`config.mk`:
```
export PLATFORM = sky130hd
export DESIGN_NAME = convolution_2d_result_writer_flat
export DESIGN_NICKNAME = d
export VERILOG_FILES = /design/src/rtl/convolution_2d_result_writer_pkg.sv /design/src/rtl/convolution_2d_result_writer_if.sv /design/src/rtl/convolution_2d_result_addr_gen.sv /design/src/rtl/convolution_2d_result_writer.sv /design/src/flat_wrapper.sv
export SDC_FILE = /design/constraint.sdc
export NUM_CORES = 1
export LEC_CHECK = 0
export ABC_AREA = 1
export CORE_ASPECT_RATIO = 1.1
export CORE_UTILIZATION = 45
export DETAILED_ROUTE_END_ITERATION = 8
export GPL_TIMING_DRIVEN = 1
export PLACE_DENSITY = 0.74
export SLEW_MARGIN = 5
export SYNTH_ARGS = -nofsm -noshare
export SYNTH_HDL_FRONTEND = slang
export SYNTH_SLANG_ARGS = --single-unit
```
`constraint.sdc`:
```
create_clock -name clk -period 1.5 [get_ports clk]
set_clock_uncertainty 0.05 [all_clocks]
set_input_delay 0.45 -clock clk [delete_from_list [all_inputs] [get_ports clk]]
set_output_delay 0.45 -clock clk [all_outputs]
set_load 0.01 [all_outputs]
```
`src/rtl/convolution_2d_result_writer_pkg.sv`:
```
// Shared definitions for the convolution result writer: FSM state encoding
// and word-size helpers.
package convolution_2d_result_writer_pkg;

  typedef enum logic [1:0] {
    ST_IDLE  = 2'd0,
    ST_RUN   = 2'd1,
    ST_FLUSH = 2'd2,
    ST_DONE  = 2'd3
  } state_t;

  localparam int DEFAULT_DATA_WIDTH = 32;
  localparam int BYTES_PER_WORD     = DEFAULT_DATA_WIDTH / 8;

  function automatic int bytes_per_word(input int data_width);
    return data_width / 8;
  endfunction

endpackage

```
`src/rtl/convolution_2d_result_writer_if.sv`:
```
// Result stream (valid/ready) and memory write-request bus of the result writer.
// slave = the writer, master = the stream producer / memory side.
interface convolution_2d_result_writer_if #(
  parameter int DATA_WIDTH = 32,
  parameter int USER_WIDTH = DATA_WIDTH / 8,
  parameter int ADDR_WIDTH = 32
);

  logic                  in_ready;
  logic                  in_valid;
  logic [DATA_WIDTH-1:0] in_data;
  logic [USER_WIDTH-1:0] in_user;
  logic                  in_last;
  logic                  in_overflow;
  logic                  wr_req;
  logic                  wr_ack;
  logic [ADDR_WIDTH-1:0] wr_addr;
  logic [DATA_WIDTH-1:0] wr_data;
  logic [USER_WIDTH-1:0] wr_be;

  modport slave (
    output in_ready,
    input  in_valid, in_data, in_user, in_last, in_overflow,
    output wr_req, wr_addr, wr_data, wr_be,
    input  wr_ack
  );

  modport master (
    input  in_ready,
    output in_valid, in_data, in_user, in_last, in_overflow,
    input  wr_req, wr_addr, wr_data, wr_be,
    output wr_ack
  );

endinterface

```
`src/rtl/convolution_2d_result_addr_gen.sv`:
```
// Write address generator: holds the base/next address and beat index,
// registers the address of each accepted beat and flags the final beat.
module convolution_2d_result_addr_gen
  import convolution_2d_result_writer_pkg::*;
#(
  parameter int DATA_WIDTH  = 32,
  parameter int ADDR_WIDTH  = 32,
  parameter int COUNT_WIDTH = 16
) (
  input  logic                   clk,
  input  logic                   reset_n,
  input  logic                   load,
  input  logic [ADDR_WIDTH-1:0]  base_addr,
  input  logic [COUNT_WIDTH-1:0] num_items,
  input  logic                   advance,
  output logic [ADDR_WIDTH-1:0]  wr_addr,
  output logic                   is_last
);

  localparam logic [ADDR_WIDTH-1:0] STRIDE = ADDR_WIDTH'(bytes_per_word(DATA_WIDTH));

  logic [ADDR_WIDTH-1:0]  next_addr_r;
  logic [ADDR_WIDTH-1:0]  wr_addr_r;
  logic [COUNT_WIDTH-1:0] idx_r;
  logic [COUNT_WIDTH-1:0] last_idx_r;

  // Incremental address walk avoids an index multiplier; wraps mod 2^ADDR_WIDTH.
  always_ff @(posedge clk or negedge reset_n) begin
    if (!reset_n) begin
      next_addr_r <= '0;
      wr_addr_r   <= '0;
      idx_r       <= '0;
      last_idx_r  <= '0;
    end else if (load) begin
      next_addr_r <= base_addr;
      idx_r       <= '0;
      last_idx_r  <= num_items - COUNT_WIDTH'(1);
    end else if (advance) begin
      wr_addr_r   <= next_addr_r;
      next_addr_r <= next_addr_r + STRIDE;
      idx_r       <= idx_r + COUNT_WIDTH'(1);
    end
  end

  assign wr_addr = wr_addr_r;
  assign is_last = (idx_r == last_idx_r);

endmodule

```
`src/rtl/convolution_2d_result_writer.sv`:
```
// Tail of the 2-D convolution pipeline: writes each result beat to consecutive
// words from a programmed base, checks LAST placement, reports completion.
module convolution_2d_result_writer
  import convolution_2d_result_writer_pkg::*;
#(
  parameter int DATA_WIDTH  = 32,
  parameter int USER_WIDTH  = DATA_WIDTH / 8,
  parameter int ADDR_WIDTH  = 32,
  parameter int COUNT_WIDTH = 16
) (
  input  logic                    clk,
  input  logic                    reset_n,
  input  logic                    go,
  input  logic [ADDR_WIDTH-1:0]   base_addr,
  input  logic [COUNT_WIDTH-1:0]  num_items,
  output logic                    busy,
  output logic                    done,
  output logic                    error_last,
  output logic                    overflow_seen,
  convolution_2d_result_writer_if.slave bus
);

  state_t                state_r;
  state_t                state_s;
  logic                  go_accept_s;
  logic                  in_ready_s;
  logic                  accept_s;
  logic                  is_last_s;
  logic                  wr_req_r;
  logic [DATA_WIDTH-1:0] wr_data_r;
  logic [USER_WIDTH-1:0] wr_be_r;
  logic                  error_last_r;
  logic                  overflow_seen_r;

  assign go_accept_s = go && (state_r == ST_IDLE);
  // A new beat may be taken while the current write retires in the same cycle.
  assign in_ready_s  = (state_r == ST_RUN) && (!wr_req_r || bus.wr_ack);
  assign accept_s    = bus.in_valid && in_ready_s;

  convolution_2d_result_addr_gen #(
    .DATA_WIDTH  (DATA_WIDTH),
    .ADDR_WIDTH  (ADDR_WIDTH),
    .COUNT_WIDTH (COUNT_WIDTH)
  ) u_addr_gen (
    .clk       (clk),
    .reset_n   (reset_n),
    .load      (go_accept_s),
    .base_addr (base_addr),
    .num_items (num_items),
    .advance   (accept_s),
    .wr_addr   (bus.wr_addr),
    .is_last   (is_last_s)
  );

  // State register.
  always_ff @(posedge clk or negedge reset_n) begin
    if (!reset_n) begin
      state_r <= ST_IDLE;
    end else begin
      state_r <= state_s;
    end
  end

  // Next-state decode.
  always_comb begin
    state_s = state_r;
    case (state_r)
      ST_IDLE: begin
        if (go) begin
          state_s = (num_items == '0) ? ST_DONE : ST_RUN;
        end else begin
          state_s = ST_IDLE;
        end
      end
      ST_RUN: begin
        if (accept_s && is_last_s) begin
          state_s = ST_FLUSH;
        end else begin
          state_s = ST_RUN;
        end
      end
      ST_FLUSH: begin
        if (!wr_req_r || bus.wr_ack) begin
          state_s = ST_DONE;
        end else begin
          state_s = ST_FLUSH;
        end
      end
      ST_DONE: state_s = ST_IDLE;
      default: state_s = ST_IDLE;
    endcase
  end

  // Write request register: load on accept, retire on ack, otherwise hold.
  always_ff @(posedge clk or negedge reset_n) begin
    if (!reset_n) begin
      wr_req_r  <= 1'b0;
      wr_data_r <= '0;
      wr_be_r   <= '0;
    end else if (accept_s) begin
      wr_req_r  <= 1'b1;
      wr_data_r <= bus.in_data;
      wr_be_r   <= bus.in_user;
    end else if (bus.wr_ack) begin
      wr_req_r  <= 1'b0;
    end
  end

  // Sticky status flags, cleared by an accepted GO.
  always_ff @(posedge clk or negedge reset_n) begin
    if (!reset_n) begin
      error_last_r    <= 1'b0;
      overflow_seen_r <= 1'b0;
    end else if (go_accept_s) begin
      error_last_r    <= 1'b0;
      overflow_seen_r <= 1'b0;
    end else if (accept_s) begin
      error_last_r    <= error_last_r | (bus.in_last != is_last_s);
      overflow_seen_r <= overflow_seen_r | bus.in_overflow;
    end
  end

  assign busy          = (state_r == ST_RUN) || (state_r == ST_FLUSH);
  assign done          = (state_r == ST_DONE);
  assign error_last    = error_last_r;
  assign overflow_seen = overflow_seen_r;
  assign bus.in_ready  = in_ready_s;
  assign bus.wr_req    = wr_req_r;
  assign bus.wr_data   = wr_data_r;
  assign bus.wr_be     = wr_be_r;

endmodule

```
`src/flat_wrapper.sv`:
```
// flat-port wrapper written by rule: the top's interface ports become plain ports
module convolution_2d_result_writer_flat import convolution_2d_result_writer_pkg::*;
#(
  parameter int DATA_WIDTH  = 32,
  parameter int USER_WIDTH  = DATA_WIDTH / 8,
  parameter int ADDR_WIDTH  = 32,
  parameter int COUNT_WIDTH = 16
)
  (clk, reset_n, go, base_addr, num_items, busy, done, error_last, overflow_seen, bus_in_ready, bus_in_valid, bus_in_data, bus_in_user, bus_in_last, bus_in_overflow, bus_wr_req, bus_wr_addr, bus_wr_data, bus_wr_be, bus_wr_ack);
  convolution_2d_result_writer_if #(.DATA_WIDTH(DATA_WIDTH), .USER_WIDTH(USER_WIDTH), .ADDR_WIDTH(ADDR_WIDTH)) bus_i ();
  input  logic clk;
  input  logic reset_n;
  input  logic go;
  input  logic [ADDR_WIDTH-1:0] base_addr;
  input  logic [COUNT_WIDTH-1:0] num_items;
  output logic busy;
  output logic done;
  output logic error_last;
  output logic overflow_seen;
  output wire logic [$bits(bus_i.in_ready)-1:0] bus_in_ready;
  input wire logic [$bits(bus_i.in_valid)-1:0] bus_in_valid;
  input wire logic [$bits(bus_i.in_data)-1:0] bus_in_data;
  input wire logic [$bits(bus_i.in_user)-1:0] bus_in_user;
  input wire logic [$bits(bus_i.in_last)-1:0] bus_in_last;
  input wire logic [$bits(bus_i.in_overflow)-1:0] bus_in_overflow;
  output wire logic [$bits(bus_i.wr_req)-1:0] bus_wr_req;
  output wire logic [$bits(bus_i.wr_addr)-1:0] bus_wr_addr;
  output wire logic [$bits(bus_i.wr_data)-1:0] bus_wr_data;
  output wire logic [$bits(bus_i.wr_be)-1:0] bus_wr_be;
  input wire logic [$bits(bus_i.wr_ack)-1:0] bus_wr_ack;
  assign bus_in_ready = bus_i.in_ready;
  assign bus_i.in_valid = bus_in_valid;
  assign bus_i.in_data = bus_in_data;
  assign bus_i.in_user = bus_in_user;
  assign bus_i.in_last = bus_in_last;
  assign bus_i.in_overflow = bus_in_overflow;
  assign bus_wr_req = bus_i.wr_req;
  assign bus_wr_addr = bus_i.wr_addr;
  assign bus_wr_data = bus_i.wr_data;
  assign bus_wr_be = bus_i.wr_be;
  assign bus_i.wr_ack = bus_wr_ack;
  convolution_2d_result_writer #(.DATA_WIDTH(DATA_WIDTH), .USER_WIDTH(USER_WIDTH), .ADDR_WIDTH(ADDR_WIDTH), .COUNT_WIDTH(COUNT_WIDTH)) u_core (.clk(clk), .reset_n(reset_n), .go(go), .base_addr(base_addr), .num_items(num_items), .busy(busy), .done(done), .error_last(error_last), .overflow_seen(overflow_seen), .bus(bus_i));
endmodule
```
# Word level (Yosys, flattened, before mapping)
# Cells that the tools add are included.
[classes]
n_addsub = 3
bitwise = 3
reduce_logical = 12
mux = 15
eq_ne = 5
[op_table]
columns = ["operator", "count"]
rows = [
  ["32-bit two-way mux", 2],
  ["32-bit by 3-bit adder with 32-bit output (second input constant)", 1],
  ["16-bit two-way mux", 2],
  ["16-bit by 1-bit adder with 16-bit output (second input constant)", 1],
  ["16-bit equality test", 1],
  ["16-bit logical NOT", 1],
  ["16-bit by 1-bit subtractor with 16-bit output (second input constant)", 1],
  ["2-bit case mux with 4 select lines", 1],
  ["1-bit two-way mux", 7],
  ["2-bit two-way mux", 3],
  ["2-bit equality test (second input constant)", 2],
  ["1-bit logical AND", 4],
  ["2-bit nonzero test", 2],
  ["2-bit by 1-bit equality test with 1-bit output (second input constant)", 1],
  ["2-bit logical NOT", 1],
  ["1-bit logical OR", 2],
  ["1-bit bitwise OR", 2],
  ["2-bit AND reduction", 1],
  ["1-bit logical NOT", 1],
  ["1-bit != test", 1],
  ["1-bit NOT", 1],
]
[word_totals]
ff_bits = 137
elab_cells = 48
output_inout_bits = 74
in_bits = 91

# Depth between registers and ports, before layout
[depth]
word_depth = 7
ltp_mapped = 12
mapped_depth_nobuf = 12

# Modules after synthesis
# From an unflattened synthesis, not the netlist that was laid out.
[unflattened]
hier_cells = 913
area_unflattened_um2 = 7030.5
[modules_own_cells]
columns = ["mod", "area_each_um2", "cells_each", "seq_area_each_um2", "n_inst"]
rows = [
  ["convolution_2d_result_addr_gen", 5292.6, 709, 2402.3, 1],
  ["convolution_2d_result_writer", 1737.9, 204, 1026.0, 1],
]

# Worst setup path after synthesis
# No wires, ideal clock.
[synth_timing]
path_kind = "reg2reg"
from = "register u_core.state_r[1]"
to = "register u_core.u_addr_gen.next_addr_r[13]"
t_arrival_ps = 1541
t_required_ps = 1382
path_slack_ps = -159
period_less_slack_ps = 1659
setup_ps = 68
stages_incl_launch_ff = 12
n_path_buf = 1
cell_sequence = "dfrtp_1 inv_1 ha_1 inv_1 a21oi_4 nand2_4 nor2_2 inv_2 buf_2 nor2_1 nand2_1 nand3_1"
[synth_via]
elab_chain_cells = 4
elab_cells_between_ends = 7
classes_between = "eq/ne: 1; mux: 1; reduce/logical: 5"
[synth_rtl]
columns = ["element", "line_no", "text"]
rows = [
  ["from (decl)", "convolution_2d_result_writer.sv:23", "state_t state_r;"],
  ["from (signal assigned)", "convolution_2d_result_writer.sv:60", "state_r <= state_s;"],
  ["2-bit by 1-bit equality test with 1-bit output", "convolution_2d_result_writer.sv:37", "assign in_ready_s = (state_r == ST_RUN) && (!wr_req_r || bus.wr_ack);"],
  ["1-bit logical AND", "convolution_2d_result_writer.sv:37", ""],
  ["via bus_in_ready", "flat_wrapper.sv:20", "output wire logic [$bits(bus_i.in_ready)-1:0] bus_in_ready;"],
  ["1-bit logical AND", "convolution_2d_result_writer.sv:38", "assign accept_s = bus.in_valid && in_ready_s;"],
  ["2-bit nonzero test (no line)", "n/a", ""],
  ["to (signal assigned)", "convolution_2d_result_addr_gen.sv:35", "next_addr_r <= base_addr;"],
  ["to (signal assigned)", "convolution_2d_result_addr_gen.sv:40", "next_addr_r <= next_addr_r + STRIDE;"],
  ["to (decl)", "convolution_2d_result_addr_gen.sv:22", "logic [ADDR_WIDTH-1:0] next_addr_r;"],
]
# The timed path passes the listed nets, and every way through them passes these cells.
# A chain may end at the register's enable or synchronous reset.

# Worst setup path after layout
[layout_timing]
from = "register u_core.u_addr_gen.next_addr_r[2]"
to = "register u_core.u_addr_gen.next_addr_r[10]"
[layout_via]
elab_chain_cells = 3
[layout_rtl]
columns = ["element", "line_no", "text"]
rows = [
  ["32-bit by 3-bit adder with 32-bit output", "convolution_2d_result_addr_gen.sv:40", ""],
  ["32-bit two-way mux", "convolution_2d_result_addr_gen.sv:38", "end else if (advance) begin"],
  ["32-bit two-way mux", "convolution_2d_result_addr_gen.sv:34", "end else if (load) begin"],
]
# Every way passes these cells. The select of a mux whose other input is x is not followed.

==> results.py <==
metrics = {
    "die": {
        "die_area_mm2": 0.01594,
        "die_height_um": 132.3,
        "initial_core_util": 0.4614,
        "fp.coreArea_mm2": 0.01505,
        "num_rows": 47,
        "pin_count": 165,
        "die_x_um": 120.5,
    },
    "final_layout": {
        "final_cells": 1438,
        "regArea_mm2": 0.003430,
        "multi_input_area_mm2": 0.003705,
        "fillers": 928,
        "layout-drive-gt1-share": 0.3768,
        "syn2layout_area_growth_pct": 70.04,
        "postLayoutCoreUtil": 0.7845,
        "finalNetCount": 1329,
        "num_antenna_cells": 0,
    },
    "route": {
        "wirelength_um": 28220,
        "vias_per_cell": 5.541,
        "ant_nets": 0,
        "drc": 0,
        "dr.pass1.iters": 7,
        "drt_iter0_drc": 906,
        "wl_per_cell_um": 19.63,
        "dr_total_vias": 7968,
    },
    "critical_path": {
        "crit_slowest_cell": "o211ai_1",
        "path_cells": "ha_1 -> nand2_1 -> inv_1 -> buf_4 -> nand4_1 -> o211ai_1 -> o311ai_4",
        "cp.arrival_ns": 2.29,
        "start_kind": "flip-flop",
        "worstPathMaxFanout": 4,
        "crit_type": "reg -> reg",
        "crit_buf_inv": 2,
        "worst_path_largest_cell_delay_ns": 0.45,
        "end_kind": "flip-flop",
        "crit_family": "compound AO/OA/AOI/OAI gates",
        "crit_required_ns": 1.74,
    },
    "placement": {
        "post-place-ws_ns": -0.7150,
        "portBuffers": 164,
        "placed_cells": 1331,
        "hpwlAfterDp_um": 14360,
        "place_congestion": 0.8979,
    },
    "synth": {
        "ys_top_cells_by_count": "nand2_1 (338), dfrtp_1 (137), inv_1 (89)",
        "synth_flop_cell": "dfrtp_1",
        "syn_area_per_cell_um2": 7.726,
        "yosysSeqAreaShare": 0.4936,
        "syn_inst": 899,
        "ys_ff_latch": 137,
        "synth_top_cell_by_area": "dfrtp_1",
        "syn_area_mm2": 0.006945,
        "synth_cell_type_count": 42,
        "synth_edf_count": 0,
        "yosysWarnings": 0,
        "netlist_top_cells_area": "dfrtp_1 (49%), nand2_1 (18%), inv_1 (4.8%)",
        "syn_nets": 999,
        "async_reset_ff_frac": 1.000,
        "yosysMostFrequentCell": "nand2_1",
        "yosys.area.top_type_share": 0.4936,
    },
    "pwr": {
        "power_density_mw_per_mm2": 1839,
        "pwr-share-clk": 0.218,
        "p_leak_nw": 5.824,
        "p_comb_frac": 0.475,
        "total_power_mw": 21.71,
        "peakVddDrop_mv": 1.264,
        "switching_power_mw": 8.546,
        "seqPwrFrac": 0.306,
        "swShare": 0.3936,
        "p_int_mw": 13.17,
    },
    "timing": {
        "maxSlewViolCount": 0,
        "fin_ws_ns": -0.5508,
        "slew-limit-headroom": 0.7144,
        "tightest_slew_ns": 0.4284,
        "fmax_ghz": 0.4876,
        "period_share": 1.367,
        "hold_ws_ns": 0.4250,
        "setup_viol": 133,
        "hold_violations": 0,
        "grt_setup_unrepaired": "true",
        "fin_crit_ns": 2.051,
    },
    "clock_tree": {
        "numCtsBuffers": 17,
        "clk_pin_slew_worst_paths_ns": 0.06,
        "htreeDepth": 4,
        "cts.sink_count": 137,
        "clkLatencyLatePin_ns": 0.44,
        "root_buffer": "clkbuf_16",
        "cts_tree": "built",
        "cts_buffer_depth": 2,
    },
    "min_path": {
        "min_path_type": "reg -> reg",
    },
    "outcome": {
        "run_status": "finished, violations left",
        "violations": "negative setup slack",
    },
    "grt": {
        "track_usage": 0.3168,
        "grt_pass1_wl_um": 38580,
        "grt_max_degree": 41,
        "grt_overflow_total": 0,
        "antenna_found_initial": 0,
        "grt_pass1_vias": 7801,
    },
    "run": {
        "cap_violations": 0,
    },
}
[power by group through the flow]
stage	combinational [mW]	clock [mW]	sequential, mW
after CTS	8.96	4.69	6.48
after global routing	10.9	4.91	6.76
final	10.3	4.74	6.65
after global placement	7.33	0	6.39
after detailed placement	7.55	0	6.42
after floorplan	3.32	0	6.70
[area by class of cell]
type	count	area share
well taps	196	0.02076
repair buffers	340	0.2848
clock buffers	21	0.03899
clock inverters	11	0.01632
flip-flops and latches	137	0.2904
multi-input cells	636	0.3137
repair inverters	1	0.001695
inverters	96	0.03337
[repair_timing]
action / in CTS / in global routing
pin swaps: 64 / 26
resized for setup: 526 / 65
gates cloned: 17 / 5
setup buffers: 38 / 21
hold endpoints to repair: 28 / 0
hold buffers: 1 / 0
setup endpoints to repair: 205 / 150
[worst register-to-register path: stages, from the launching register on]
cell and delay (ns):
dfrtp_2 0.43, ha_1 0.22, nand2_1 0.07, inv_1 0.09, buf_4 0.15, nand4_1 0.26
o211ai_1 0.45, o311ai_4 0.18
[cell usage in the layout, fill, tap and decap left out, types with 6 or more instances in the layout]
cell,netlist,final
nand2_1,338,262
dfrtp_1,137,136
buf_4,3,104
inv_1,89,83
clkdlybuf4s50_1,0,80
buf_2,7,70
nand2_2,3,66
nor2_1,71,51
buf_6,1,33
o21ai_1,18,28
nand3_1,39,24
clkbuf_16,0,21
buf_12,0,21
nor2_4,4,19
nand4_1,18,18
o21ai_0,39,16
nand2_4,3,15
xor2_1,15,14
nor2_2,9,14
nand3_2,1,14
a21oi_1,22,13
o21ai_2,0,13
buf_16,0,13
inv_2,7,9
a21oi_2,0,9
dlygate4sd2_1,0,9
nor3_1,10,8
o211ai_1,6,6
nand3b_1,6,6
[final timing paths]
path                            depth (start not counted)                                 to  slack, ns                             start
worst max-delay path                                    7  u_core.u_addr_gen.next_addr_r[10]      -0.55  u_core.u_addr_gen.next_addr_r[2]
worst min register to register                          2             u_core.bus.wr_data[23]       0.43            u_core.bus.wr_data[23]
max in group asynchronous                               3       u_core.u_addr_gen.wr_addr[2]       0.40                           reset_n
worst max register to register                          7  u_core.u_addr_gen.next_addr_r[10]      -0.55  u_core.u_addr_gen.next_addr_r[2]
worst min-delay path                                    2             u_core.bus.wr_data[23]       0.43            u_core.bus.wr_data[23]
min in group asynchronous                               2      u_core.u_addr_gen.wr_addr[15]       0.46                           reset_n
[kinds of logic after synthesis]
kind of cell	count (synthesis)	synth area share
AND/OR/NAND/NOR	510	0.3149
flip-flops	137	0.4936
buffers and inverters	126	0.07224
AO/OA/AOI/OAI	100	0.08161
XOR/XNOR	17	0.02144
adder cells (fa/ha/maj)	9	0.01621
[state kept, by name, summed over array words and instances (netlist names)]
signal and flops:
u_core.bus.wr_data 32, u_core.u_addr_gen.next_addr_r 32, u_core.u_addr_gen.wr_addr 32, u_core.u_addr_gen.idx_r 16, u_core.u_addr_gen.last_idx_r 16, u_core.bus.wr_be 4
u_core.state_r 2, u_core.bus.wr_req 1, u_core.error_last 1, u_core.overflow_seen 1
[per-layer routing]
layer  GRT usage  routed length [um]
met1      0.3574               10330
met2      0.5437               13830
met3     0.07396                2160
met4      0.1859                1907
met5           0                   0
[metrics by stage]
step	cell area, um^2	setup TNS [ns]
floorplan	7078	-5.365
global placement	9633	-62.85
detailed placement	9633	-67.97
CTS	11350	-28.11
global route	11810	-45.68
finish	11810	-38.14
Power figures use the tool's default switching activity.
